`config.mk`:
```
export PLATFORM = sky130hd
export DESIGN_NAME = nabp_projection_line_reader_flat
export DESIGN_NICKNAME = d
export VERILOG_FILES = /design/src/rtl/nabp_line_reader_pkg.sv /design/src/rtl/nabp_projection_line_reader_if.sv /design/src/rtl/nabp_line_reader_fifo.sv /design/src/rtl/nabp_projection_line_reader.sv /design/src/flat_wrapper.sv
export SDC_FILE = /design/constraint.sdc
export NUM_CORES = 1
export LEC_CHECK = 0
export CORE_ASPECT_RATIO = 1.4
export CORE_MARGIN = 3
export CORE_UTILIZATION = 43
export DETAILED_ROUTE_END_ITERATION = 8
export DONT_BUFFER_PORTS = 1
export PLACE_DENSITY = 0.61
export SKIP_CTS_REPAIR_TIMING = 1
export SLEW_MARGIN = 20
export SYNTH_ARGS = -nofsm -noshare
export SYNTH_HDL_FRONTEND = slang
export SYNTH_SLANG_ARGS = --single-unit
```
`constraint.sdc`:
```
create_clock -name clk -period 6.3 [get_ports clk]
set_clock_uncertainty 0.2 [all_clocks]
set_input_delay 1.26 -clock clk [delete_from_list [all_inputs] [get_ports clk]]
set_output_delay 1.26 -clock clk [all_outputs]
set_load 0.05 [all_outputs]
```
`src/rtl/nabp_line_reader_pkg.sv`:
```
// Shared line-reader sizing defines plus FSM state and queue-depth constants.
// Optional reverse streaming is enabled by NABP_LINE_READER_REVERSE_EN.
`ifndef kFilteredDataLength
`define kFilteredDataLength 16
`endif
`ifndef kProjectionLineSize
`define kProjectionLineSize 16
`endif
`ifndef kSLength
`define kSLength 4
`endif

package nabp_line_reader_pkg;

  typedef enum logic [1:0] {
    IDLE  = 2'd0,
    RUN   = 2'd1,
    DRAIN = 2'd2
  } state_e;

  localparam int unsigned QueueDepth = 2;
  localparam int unsigned QueueCntW  = $clog2(QueueDepth + 1);

endpackage

```
`src/rtl/nabp_projection_line_reader_if.sv`:
```
// Valid/ready sample stream leaving the projection line reader.
interface nabp_projection_line_reader_if #(
  parameter int unsigned pDataLength = `kFilteredDataLength
);
  logic [pDataLength-1:0] out_data;
  logic                   out_valid;
  logic                   out_ready;
  logic                   out_last;

  modport master (output out_data, output out_valid, output out_last, input out_ready);
  modport slave  (input out_data, input out_valid, input out_last, output out_ready);
endinterface

```
`src/rtl/nabp_line_reader_fifo.sv`:
```
// Small output queue for the line reader; caller never pushes when full
// (unless popping) and never pops when empty.
module nabp_line_reader_fifo
  import nabp_line_reader_pkg::*;
#(
  parameter int unsigned pDataLength = `kFilteredDataLength
) (
  input  logic                   clk,
  input  logic                   reset,
  input  logic                   push,
  input  logic [pDataLength-1:0] push_data,
  input  logic                   pop,
  output logic [pDataLength-1:0] head_data,
  output logic                   head_valid,
  output logic [QueueCntW-1:0]   count
);

  localparam int unsigned PtrW = (QueueDepth > 1) ? $clog2(QueueDepth) : 1;

  logic [pDataLength-1:0] mem_q [QueueDepth];
  logic [pDataLength-1:0] mem_d [QueueDepth];
  logic [PtrW-1:0]        wr_ptr_q, wr_ptr_d;
  logic [PtrW-1:0]        rd_ptr_q, rd_ptr_d;
  logic [QueueCntW-1:0]   cnt_q, cnt_d;

  function automatic logic [PtrW-1:0] ptr_inc(input logic [PtrW-1:0] p);
    return (p == PtrW'(QueueDepth - 1)) ? '0 : p + 1'b1;
  endfunction

  always_comb begin
    mem_d    = mem_q;
    wr_ptr_d = wr_ptr_q;
    rd_ptr_d = rd_ptr_q;
    if (push) begin
      mem_d[wr_ptr_q] = push_data;
      wr_ptr_d        = ptr_inc(wr_ptr_q);
    end
    if (pop) begin
      rd_ptr_d = ptr_inc(rd_ptr_q);
    end
    cnt_d = cnt_q + QueueCntW'(push) - QueueCntW'(pop);
  end

  always_ff @(posedge clk or posedge reset) begin
    if (reset) begin
      for (int unsigned i = 0; i < QueueDepth; i++) begin
        mem_q[i] <= '0;
      end
      wr_ptr_q <= '0;
      rd_ptr_q <= '0;
      cnt_q    <= '0;
    end else begin
      mem_q    <= mem_d;
      wr_ptr_q <= wr_ptr_d;
      rd_ptr_q <= rd_ptr_d;
      cnt_q    <= cnt_d;
    end
  end

  assign head_data  = mem_q[rd_ptr_q];
  assign head_valid = (cnt_q != '0);
  assign count      = cnt_q;

endmodule

```
`src/rtl/nabp_projection_line_reader.sv`:
```
// Streams a wrapped segment of a projection line out of a registered-read RAM.
// NABP_LINE_READER_REVERSE_EN adds the reverse input for decrementing addresses.
module nabp_projection_line_reader
  import nabp_line_reader_pkg::*;
#(
  parameter int unsigned pDataLength = `kFilteredDataLength,
  parameter int unsigned pRAMSize    = `kProjectionLineSize,
  parameter int unsigned pAddrLength = `kSLength
) (
  input  logic                   clk,
  input  logic                   reset,
  input  logic                   start,
  input  logic [pAddrLength-1:0] start_addr,
  input  logic [pAddrLength:0]   length,
`ifdef NABP_LINE_READER_REVERSE_EN
  input  logic                   reverse,
`endif
  output logic [pAddrLength-1:0] ram_addr,
  input  logic [pDataLength-1:0] ram_data,
  nabp_projection_line_reader_if.master stream,
  output logic                   busy,
  output logic                   done
);

  localparam logic [pAddrLength-1:0] LastAddr = pAddrLength'(pRAMSize - 1);
  localparam logic [pAddrLength:0]   MaxLen   = (pAddrLength + 1)'(pRAMSize);
  localparam logic [pAddrLength:0]   OneLen   = (pAddrLength + 1)'(1);

  state_e                 state_q, state_d;
  logic [pAddrLength-1:0] addr_q, addr_d;
  logic [pAddrLength:0]   issue_left_q, issue_left_d;
  logic [pAddrLength:0]   beat_left_q, beat_left_d;
  logic                   bus_vld_q, bus_vld_d;
  logic                   rd_vld_q, rd_vld_d;
  logic                   zero_done_q, zero_done_d;
  logic                   rev_dir;
`ifdef NABP_LINE_READER_REVERSE_EN
  logic                   rev_q, rev_d;
  assign rev_dir = rev_q;
`else
  assign rev_dir = 1'b0;
`endif

  logic                   push, pop, blocked, issue_ok, final_beat;
  logic                   head_valid;
  logic [pDataLength-1:0] head_data;
  logic [QueueCntW-1:0]   count, occ_next;
  logic [pAddrLength:0]   len_sat;

  function automatic logic [pAddrLength-1:0] step(input logic [pAddrLength-1:0] a,
                                                  input logic rev);
    if (rev) return (a == '0) ? LastAddr : a - 1'b1;
    return (a == LastAddr) ? '0 : a + 1'b1;
  endfunction

  nabp_line_reader_fifo #(
    .pDataLength(pDataLength)
  ) u_fifo (
    .clk       (clk),
    .reset     (reset),
    .push      (push),
    .push_data (ram_data),
    .pop       (pop),
    .head_data (head_data),
    .head_valid(head_valid),
    .count     (count)
  );

  // The RAM output register re-reads a held address, so a sample that finds the
  // queue full stays on ram_data until it fits; a new address is issued only
  // when the read already on the bus is certain to find a slot next cycle.
  assign pop        = head_valid & stream.out_ready;
  assign push       = rd_vld_q & ((count < QueueCntW'(QueueDepth)) | pop);
  assign occ_next   = count + QueueCntW'(push) - QueueCntW'(pop);
  assign blocked    = rd_vld_q & ~push;
  assign issue_ok   = ~blocked & (~bus_vld_q | (occ_next < QueueCntW'(QueueDepth)));
  assign final_beat = (beat_left_q == OneLen);
  assign len_sat    = (length > MaxLen) ? MaxLen : length;

  always_comb begin
    state_d      = state_q;
    addr_d       = addr_q;
    issue_left_d = issue_left_q;
    beat_left_d  = beat_left_q;
    bus_vld_d    = 1'b0;
    rd_vld_d     = bus_vld_q | blocked;
    zero_done_d  = 1'b0;
`ifdef NABP_LINE_READER_REVERSE_EN
    rev_d        = rev_q;
`endif
    if (pop) begin
      beat_left_d = beat_left_q - 1'b1;
    end
    case (state_q)
      IDLE: begin
        if (start) begin
          if (len_sat == '0) begin
            zero_done_d = 1'b1;
          end else begin
            addr_d       = start_addr;
            bus_vld_d    = 1'b1;
            issue_left_d = len_sat - 1'b1;
            beat_left_d  = len_sat;
            state_d      = (len_sat == OneLen) ? DRAIN : RUN;
`ifdef NABP_LINE_READER_REVERSE_EN
            rev_d        = reverse;
`endif
          end
        end
      end
      RUN: begin
        if (issue_ok) begin
          addr_d       = step(addr_q, rev_dir);
          bus_vld_d    = 1'b1;
          issue_left_d = issue_left_q - 1'b1;
          if (issue_left_q == OneLen) state_d = DRAIN;
        end
      end
      DRAIN: begin
        if (pop && final_beat) state_d = IDLE;
      end
      default: state_d = IDLE;
    endcase
  end

  always_ff @(posedge clk or posedge reset) begin
    if (reset) begin
      state_q      <= IDLE;
      addr_q       <= '0;
      issue_left_q <= '0;
      beat_left_q  <= '0;
      bus_vld_q    <= 1'b0;
      rd_vld_q     <= 1'b0;
      zero_done_q  <= 1'b0;
`ifdef NABP_LINE_READER_REVERSE_EN
      rev_q        <= 1'b0;
`endif
    end else begin
      state_q      <= state_d;
      addr_q       <= addr_d;
      issue_left_q <= issue_left_d;
      beat_left_q  <= beat_left_d;
      bus_vld_q    <= bus_vld_d;
      rd_vld_q     <= rd_vld_d;
      zero_done_q  <= zero_done_d;
`ifdef NABP_LINE_READER_REVERSE_EN
      rev_q        <= rev_d;
`endif
    end
  end

  assign ram_addr         = addr_q;
  assign busy             = (state_q != IDLE);
  assign done             = zero_done_q | (pop & final_beat & (state_q == DRAIN));
  assign stream.out_data  = head_data;
  assign stream.out_valid = head_valid;
  assign stream.out_last  = head_valid & final_beat;

endmodule

```
`src/flat_wrapper.sv`:
```
// flat-port wrapper written by rule: the top's interface ports become plain ports
module nabp_projection_line_reader_flat import nabp_line_reader_pkg::*;
#(
  parameter int unsigned pDataLength = `kFilteredDataLength,
  parameter int unsigned pRAMSize    = `kProjectionLineSize,
  parameter int unsigned pAddrLength = `kSLength
)
  (clk, reset, start, start_addr, length, ram_addr, ram_data, busy, done, stream_out_data, stream_out_valid, stream_out_last, stream_out_ready);
  nabp_projection_line_reader_if #(.pDataLength(pDataLength)) stream_i ();
  input  logic clk;
  input  logic reset;
  input  logic start;
  input  logic [pAddrLength-1:0] start_addr;
  input  logic [pAddrLength:0] length;
  output logic [pAddrLength-1:0] ram_addr;
  input  logic [pDataLength-1:0] ram_data;
  output logic busy;
  output logic done;
  output wire logic [$bits(stream_i.out_data)-1:0] stream_out_data;
  output wire logic [$bits(stream_i.out_valid)-1:0] stream_out_valid;
  output wire logic [$bits(stream_i.out_last)-1:0] stream_out_last;
  input wire logic [$bits(stream_i.out_ready)-1:0] stream_out_ready;
  assign stream_out_data = stream_i.out_data;
  assign stream_out_valid = stream_i.out_valid;
  assign stream_out_last = stream_i.out_last;
  assign stream_i.out_ready = stream_out_ready;
  nabp_projection_line_reader #(.pDataLength(pDataLength), .pRAMSize(pRAMSize), .pAddrLength(pAddrLength)) u_core (.clk(clk), .reset(reset), .start(start), .start_addr(start_addr), .length(length), .ram_addr(ram_addr), .ram_data(ram_data), .stream(stream_i), .busy(busy), .done(done));
endmodule
```
After elaboration in Yosys (flattened, before gate mapping)
Cells that the tools add are included.

operators by class
  add/subtract/negate cells = 8
  magnitude comparators = 6
  equality and inequality tests = 11
  muxes and demuxes = 39
  bitwise gates (word level) = 16
  reduce and logical (&&, ||, !) cells = 9

operators with widths
  operator               number
  $mux W16               4
  $mux W5                8
  $bwmux W32             1
  $mux W4                5
  $demux W16 S1          1
  $eq A5 B1 Y1 const B   3
  $sub A5 B1 Y5 const B  3
  $mux W2                6
  $mux W1                10
  $pmux W5 S2            1
  $pmux W4 S2            1
  $and A1 B1 Y1          7
  $ne A2 B1 Y1 const B   3
  $pmux W2 S3            1
  $reduce_bool A2 Y1     3
  $gt A5 B5 Y1 const B   1
  $logic_not A5 Y1       1
  $reduce_and A5 Y1      1
  $add A4 B1 Y4 const B  1
  $eq A4 B4 Y1 const B   1
  $ge A2 B2 Y1 const B   2
  $lt A2 B2 Y1 const B   2
  $ne A2 B2 Y1 const B   2
  $not A1 Y2             2
  12 further kinds       19

word-level totals
  flip-flop bits (word level) = 55
  word-level logic and storage cells = 101

Longest topological paths before layout
Gate-level depths: netlist (run 1).

  depth after elaboration = 14
  mapped depth = 10
  gate-level depth less buffers = 10

Cells and area by module
From an unflattened synthesis (run 1), not the netlist that was laid out.

second synthesis, totals
  cell total of the unflattened synthesis = 236
  area, all modules = 2876.5 um^2

modules (own cells, without submodules)
  module                       times used  cells each  area an instance (um^2)
  nabp_line_reader_fifo        1           101         1621.6
  nabp_projection_line_reader  1           135         1255.0

Least setup slack after synthesis (run 1)
OpenSTA, ideal clock, no wires.

  path kind = input-to-reg
  start point = input stream_out_ready
  end point = register u_core.addr_q[2] (netlist: u_core.ram_addr[2])
  setup time = 0.124 ns
  data arrival time = 3.098 ns
  data required time = 5.976 ns
  slack = 2.878 ns
  stages on the path = 9
  path buffers = 0
  path through = o21ai_0 inv_1 ha_1 inv_1 ha_1 xor3_2 a221oi_4 o22ai_1 a211o_1

on the way
  word-level cells in the longest chain between the ends = 10
  elaborated cells on any way between the ends = 13
  classes of those cells = 2 x add/sub; 1 x order compare; 1 x eq/ne; 8 x bitwise; 1 x reduce/logical

ends and longest elaborated chain
  item                                  RTL line                            source
  from (decl)                           flat_wrapper.sv:22                  input wire logic [$bits(stream_i.out_ready)-1:0] stream_out_ready;
  $and A1 B1 Y1 *                       nabp_projection_line_reader.sv:72   assign pop = head_valid & stream.out_ready;
  named net u_core.pop                  nabp_projection_line_reader.sv:44   logic push, pop, blocked, issue_ok, final_beat;
  $or A1 B1 Y1                          nabp_projection_line_reader.sv:73   assign push = rd_vld_q & ((count < QueueCntW'(QueueDepth)) | pop);
  $and A1 B1 Y1                         nabp_projection_line_reader.sv:73
  $add A2 B1 Y2                         nabp_projection_line_reader.sv:74   assign occ_next = count + QueueCntW'(push) - QueueCntW'(pop);
  $sub A2 B1 Y2 *                       nabp_projection_line_reader.sv:74
  named net u_core.occ_next[1]          nabp_projection_line_reader.sv:47   logic [QueueCntW-1:0] count, occ_next;
  $lt A2 B2 Y1 *                        nabp_projection_line_reader.sv:76   assign issue_ok = ~blocked & (~bus_vld_q | (occ_next < QueueCntW'(QueueDepth)));
  $or A1 B1 Y1 *                        nabp_projection_line_reader.sv:76
  $and A1 B1 Y1 *                       nabp_projection_line_reader.sv:76
  $ne A2 B1 Y1 (no source line) *       -
  $reduce_and A4 Y1 (no source line) *  -
  to (signal assigned)                  nabp_projection_line_reader.sv:140  addr_q <= addr_d;
  to (decl)                             nabp_projection_line_reader.sv:30   logic [pAddrLength-1:0] addr_q, addr_d;

Mark *: on every way through the listed nets, which the timed path passes. The rest lies on a longest branch.
A chain may end at the register's enable or synchronous reset.

Final worst setup path (run 1)
  start point = register u_core.u_fifo.cnt_q[1] (netlist: u_core.u_fifo.count[1])
  end point = output done

on the way
  word-level cells in the longest chain between the ends = 5

ends and longest elaborated chain
  item                         RTL line                            source
  from (decl)                  nabp_line_reader_fifo.sv:24         logic [QueueCntW-1:0] cnt_q, cnt_d;
  from (signal assigned)       nabp_line_reader_fifo.sv:56         cnt_q <= cnt_d;
  $reduce_bool A2 Y1           nabp_line_reader_fifo.sv:61         assign head_valid = (cnt_q != '0);
  named net stream_out_valid   flat_wrapper.sv:20                  output wire logic [$bits(stream_i.out_valid)-1:0] stream_out_valid;
  $and A1 B1 Y1                nabp_projection_line_reader.sv:72
  $and A1 B1 Y1 (2 in series)  nabp_projection_line_reader.sv:154  assign done = zero_done_q | (pop & final_beat & (state_q == DRAIN));
  $or A1 B1 Y1                 nabp_projection_line_reader.sv:154
  to (decl)                    flat_wrapper.sv:18                  output logic done;

The timed path passes the listed nets, and every way through them passes these cells.

==> results of run 1 <==
[worst max-delay path: cells and delay by family (launching register included)]
| family | cells | cell delay (ns) |
|---|---|---|
| AOI/OAI and AO/OA | 1 | 0.43 |
| DFF | 1 | 0.45 |
| and+or+nand+nor | 2 | 0.99 |
[metal layers]
| layer | vias to the layer above | track usage | wire [um] | share of wire |
|---|---|---|---|---|
| met4 | 0 | 0.0493 | 78 | 0.015 |
| met5 | - | 0 | 0 | 0 |
| li1 | 850 | - | - | - |
| met3 | 5 | 0.0364 | 288 | 0.054 |
| met2 | 47 | 0.258 | 2730 | 0.51 |
| met1 | 885 | 0.171 | 2230 | 0.42 |
[stage by stage]
stage | worst slack, ns | cell area [um^2] | cells | hold slack [ns]
after floorplan | 2.88 | 2830 | 238 | 0.259
after global placement | 2.52 | 2880 | 303 | 0.270
after detailed placement | 2.44 | 2880 | 303 | 0.279
after CTS | 2.62 | 2980 | 311 | 0.304
after global routing | 2.59 | 2980 | 311 | 0.317
final | 2.65 | 2980 | 311 | 0.298
[cell type report]
type / instances / area [um^2]
well taps: 72 / 90.1
inverters: 13 / 48.8
clock buffers: 6 / 82.6
multi-input cells: 162 / 1360
flip-flops and latches: 55 / 1380
clock inverters: 2 / 16.3
repair buffers: 1 / 7.51
fillers: 595 / 3310
[registers in the layout (all words and copies together), names as in the netlist]
name and flops:
u_core.bus_vld_q 1, u_core.state_q 2, u_core.zero_done_q 1, u_core.beat_left_q 5
u_core.ram_addr 4, u_core.u_fifo.mem_q 32, u_core.rd_vld_q 1, u_core.issue_left_q 5
u_core.u_fifo.rd_ptr_q 1, u_core.u_fifo.count 2, u_core.u_fifo.wr_ptr_q 1
[cells in the final DEF, fill, tap and decap left out, types with 5 or more instances in the layout]
cell type / instances
dfrtp_1: 55
nor3_1: 8
clkbuf_8: 6
ha_1: 10
o21ai_0: 9
a21oi_1: 7
nor2_1: 6
nand2_1: 18
xnor2_1: 5
inv_1: 11
mux2_2: 47
[worst max path at each step]
stage,cells past startpoint,endpoint,slack (ns),startpoint
final,3,done,2.65,u_core.u_fifo.count[1]$_DFF_PP0_
after floorplan,9,u_core.ram_addr[2]$_DFFE_PP0P_,2.88,stream_out_ready
after global routing,3,done,2.59,u_core.u_fifo.count[1]$_DFF_PP0_
after detailed placement,9,u_core.ram_addr[2]$_DFFE_PP0P_,2.44,stream_out_ready
after CTS,3,done,2.62,u_core.u_fifo.count[1]$_DFF_PP0_
after global placement,9,u_core.ram_addr[2]$_DFFE_PP0P_,2.52,stream_out_ready
[cell families after synthesis]
family                   after synthesis
flip-flops                            55
AO/OA/AOI/OAI                         39
AND/OR/NAND/NOR                       53
buffers and inverters                 21
multiplexers                          51
XOR/XNOR                               9
adder cells (fa/ha/maj)               10
==> run metrics, run 1 <==
status complete, no violations; Finished Core Util 0.474; Post-Synthesis Cells between 200 and 250; RSZ-0062 raised after global routing no; antenna viol nets, final 0; Worst R2R Start u_core.u_fifo.count[1]$_DFF_PP0_; count leader, synth dfrtp_1; Reg2Reg Setup Slack ~3 ns; Sum Neg Setup Slack 0 ns; worst rel slew slack 0.433; Synth-to-Final Area Change 5.25%; simple-gate share of the synthesized area 0.0954; largest net degree at the start of global routing between 50 and 60; Mapped Avg Cell Area 11.9 um^2; Die Span X about 75 um; hold depth 1; fin. max-slew vios 0; IO Port Bufs 0; largest cells by area after synthesis dfrtp_1 (49%), mux2_2 (19%), ha_1 (4.4%), nand2_1 (2.4%), o21ai_0 (1.6%); post-synthesis xor/xnor area fraction 0.0336; global-route wire length before repair roughly 8.6 mm; initial antenna violation count 0; Initial Utilization 0.450; main combinational cell family by area after synthesis multiplexers; CP startpoint kind flip-flop; Crit Reg-Reg Endpoint u_core.ram_addr[2]$_DFFE_PP0P_; total CTS buffers 5; GRT overflow 0; Crit-path slowest cell and4b_1; Adder-Cell Fraction of Synth Area 0.0442; fmax approximately 270 MHz; CTS clk-pin slew, worst paths roughly 0.1 ns; Worst-Skew Late Latency approximately 0.3 ns; hpwl dp ~3.8 mm; hold path endpoint u_core.u_fifo.mem_q[17]$_DFFE_PP0P_; Core Box Area 6300 um^2; Synth top cells by count dfrtp_1 (55), mux2_2 (47), nand2_1 (18); Diodes inserted 0; Die Footprint 7610 um^2; First DRT Iteration DRCs 80; number of I/O pins between 50 and 60; Final Setup Violations 0; crit path cell chain or2_2 -> and4b_1 -> a31o_2; drt drc 0; vias in the first global route approximately 1800; critical path fanouts, max 7; max incr delay on CP 0.66 ns; post-synthesis mux area share 0.202; post-synth top area share 0.486; GRT Total Usage 0.146; row count 34; cells on worst reg2reg path 9; Req. time, crit path about 4.8 ns; clk sinks 55; Final Critical Period ~3.7 ns; Ys Warns 0; crit share post-route 0.579; clock root buffer clkbuf_8; TritonCTS clock tree yes; worst hold path class reg2reg; CP Capture Type output port; post-synthesis sequential area ratio 0.486; Post-synth EDFFs 0; Yosys reg bits 55; final wirelength around 5.3 mm; Die Y ~100 um; vias per inst ~5.7; Final Hold Vio Count 0; H-tree levels 2; Worst Tran Pin Value about 0.85 ns; WS Path Type reg2out; final net count 277; Synth Flop Type dfrtp_1; critical path arrival 2.19 ns; RePlAce Congestion 0.794; clk buf depth 2; synth unique cells 48; wire per inst approximately 17 um; Yosys top cell by area dfrtp_1; post-synth net total between 200 and 300; post-synthesis compound-gate area fraction 0.106; layout cell share with drive strength beyond 1 0.280; max-cap viol count 0; HP Start u_core.u_fifo.mem_q[17]$_DFFE_PP0P_; asr flop ratio synth 1.00; First-pass DRT Iterations 4; Synth Cell Area approximately 2800 um^2; via count between 1500 and 2000
Power of run 1 is not shown: default switching activity piles up to over one toggle a cycle in this logic, so the estimate is an artifact.
==> run 2, diff against run 1 <==
--- a/config.mk
+++ b/config.mk
@@ -10,7 +10,7 @@
 export CORE_UTILIZATION = 43
 export DETAILED_ROUTE_END_ITERATION = 8
 export DONT_BUFFER_PORTS = 1
-export PLACE_DENSITY = 0.61
+export PLACE_DENSITY = 0.63
 export SKIP_CTS_REPAIR_TIMING = 1
 export SLEW_MARGIN = 20
 export SYNTH_ARGS = -nofsm -noshare
==> constraint.sdc (replaced) <==
create_clock -name clk -period 3 [get_ports clk]
set_clock_uncertainty 0.2 [all_clocks]
set_input_delay 0.6 -clock clk [delete_from_list [all_inputs] [get_ports clk]]
set_output_delay 0.6 -clock clk [all_outputs]
set_load 0.05 [all_outputs]
==> run 2 against run 1 <==
  * Setup slack got worse by 2.4 ns
  * Final cell count is 2.6% higher
  * Register-to-register slack got worse by 2.8 ns
  * Count of clock-buffer cells in the layout did not move
  * Design area increased by 2.8%
  * Sequential share of layout area shrank 1.2 points
  * Via count is 0.84% higher
  * Hold slack got worse by 0.27 ns
  * Largest cell class unchanged
  * Die area unchanged
==> run metrics, run 2 (synthesis results as in run 1) <==
Fillers 598 (was 595); IO Port Bufs 0 (unchanged); Most flops, register u_core.u_fifo.mem_q (unchanged); final net count 285 (was 277); most frequent cells in the layout dfrtp_1 (55), mux2_2 (47), nand2_1 (18) (unchanged); First-pass DRT Iterations 4 (unchanged); Final Hold Vio Count 0 (unchanged); RePlAce Congestion 0.820 (was 0.794); worst rel slew slack 0.425 (was 0.433); worst hold path class in2async (was reg2reg); Initial Utilization 0.450 (unchanged); Final Critical Period 2.79 ns; Die Footprint 7610 um^2 (unchanged); CP startpoint kind flip-flop (unchanged); critical path fanouts, max 7 (unchanged); Die Y 102 um (unchanged); WS Path Type reg2reg (was reg2out); Die Span X 74.6 um (unchanged); TritonCTS clock tree yes (unchanged); largest net degree at the start of global routing 29 (was 56); vias in the first global route 1869 (was 1845); critical path arrival 2.78 ns (was 2.19 ns); First DRT Iteration DRCs 99 (was 80); H-tree levels 2 (unchanged); FF/Latch Area 1380 um^2 (unchanged); number of I/O pins 53 (unchanged); clk sinks 55 (unchanged); multi-input combinational cell area 1360 um^2 (unchanged); via count 1802 (was 1787); Sum Neg Setup Slack 0 ns (unchanged); wire per inst 17.5 um (was 17.2 um); Req. time, crit path 2.99 ns (was 4.84 ns); row count 34 (unchanged); most common cell after layout, fill and taps aside dfrtp_1 (unchanged); initial antenna violation count 0 (unchanged); layout cell share with drive strength beyond 1 0.304 (was 0.280); GRT Total Usage 0.157 (was 0.146); total CTS buffers 5 (unchanged); Diodes inserted 0 (unchanged); Final Setup Violations 0 (unchanged); hpwl dp 4.20 mm (was 3.76 mm); drt drc 0 (unchanged); max-cap viol count 0 (unchanged); CP Capture Type flip-flop (was output port); Core Box Area 6300 um^2 (unchanged); top flop regs u_core.u_fifo.mem_q x32, u_core.beat_left_q x5, u_core.issue_left_q x5 (unchanged); final wirelength 5.59 mm (was 5.33 mm); clock root buffer clkbuf_8 (unchanged); GRT overflow 0 (unchanged); crit share post-route 0.929; Reg2Reg Setup Slack 0.21 ns (was 3.01 ns); max FFs per register 32 (unchanged); fin. max-slew vios 0 (unchanged); Worst Tran Pin Value 0.861 ns (was 0.848 ns); CTS clk-pin slew, worst paths 0.10 ns (about the same); RSZ-0062 raised after global routing no (unchanged); status complete, no violations (unchanged); fmax 359 MHz; vias per inst 5.65 (was 5.75); global-route wire length before repair 9.16 mm (was 8.60 mm); clk buf depth 2 (unchanged); antenna viol nets, final 0 (unchanged); Worst-Skew Late Latency 0.30 ns (about the same); Synth-to-Final Area Change 8.17% (was 5.25%)
[run 2: area by class of cell]
class / count / share of cell area
tap: 72 / 0.0294
clock buffer: 6 / 0.0269
multi-input combinational: 162 / 0.444
clock inverter: 2 / 0.0127
sequential: 55 / 0.449
inverter: 13 / 0.0159
timing repair buffer: 9 / 0.0220
[run 2: routing by layer]
layer | track usage | vias up | wire [um]
li1 | - | 867 | -
met1 | 0.180 | 880 | 2240
met2 | 0.273 | 48 | 2850
met3 | 0.0531 | 7 | 404
met4 | 0.0493 | 0 | 95
met5 | 0 | - | 0
[run 2: critical path, stage by stage, from the launching register on]
cell	delay (ns)
dfrtp_1	0.41
o21ai_0	0.23
inv_1	0.14
ha_1	0.31
inv_1	0.06
ha_1	0.19
xor3_2	0.31
a221oi_4	0.39
buf_4	0.23
o22ai_1	0.08
o2bb2ai_1	0.14
[run 2: final timing paths]
path,start,to,cells past startpoint
max in group asynchronous,reset,u_core.u_fifo.mem_q[5]$_DFFE_PP0P_,2
max reg2reg,u_core.u_fifo.count[0]$_DFF_PP0_,u_core.issue_left_q[3]$_DFFE_PP0P_,10
max,u_core.u_fifo.count[0]$_DFF_PP0_,u_core.issue_left_q[3]$_DFFE_PP0P_,10
min in group clk,length[3],u_core.beat_left_q[3]$_DFF_PP0_,2
min reg2reg,u_core.u_fifo.rd_ptr_q$_DFFE_PP0P_,u_core.u_fifo.rd_ptr_q$_DFFE_PP0P_,1
min,reset,u_core.u_fifo.mem_q[0]$_DFFE_PP0P_,1
[run 2: per-stage QoR]
| stage | hold slack (ns) | instance area, um^2 | setup WS (ns) | utilization | instances |
|---|---|---|---|---|---|
| CTS | 0.0369 | 3070 | 0.195 | 0.487 | 319 |
| global route | 0.0644 | 3070 | 0.0253 | 0.487 | 319 |
| floorplan | 0.259 | 2830 | 0.215 | - | 238 |
| detailed placement | 0.270 | 2940 | 0.135 | 0.468 | 311 |
| finish | 0.0263 | 3070 | 0.213 | 0.487 | 319 |
| global placement | 0.261 | 2940 | 0.224 | 0.468 | 311 |
Power of run 2 is left out for the same reason.
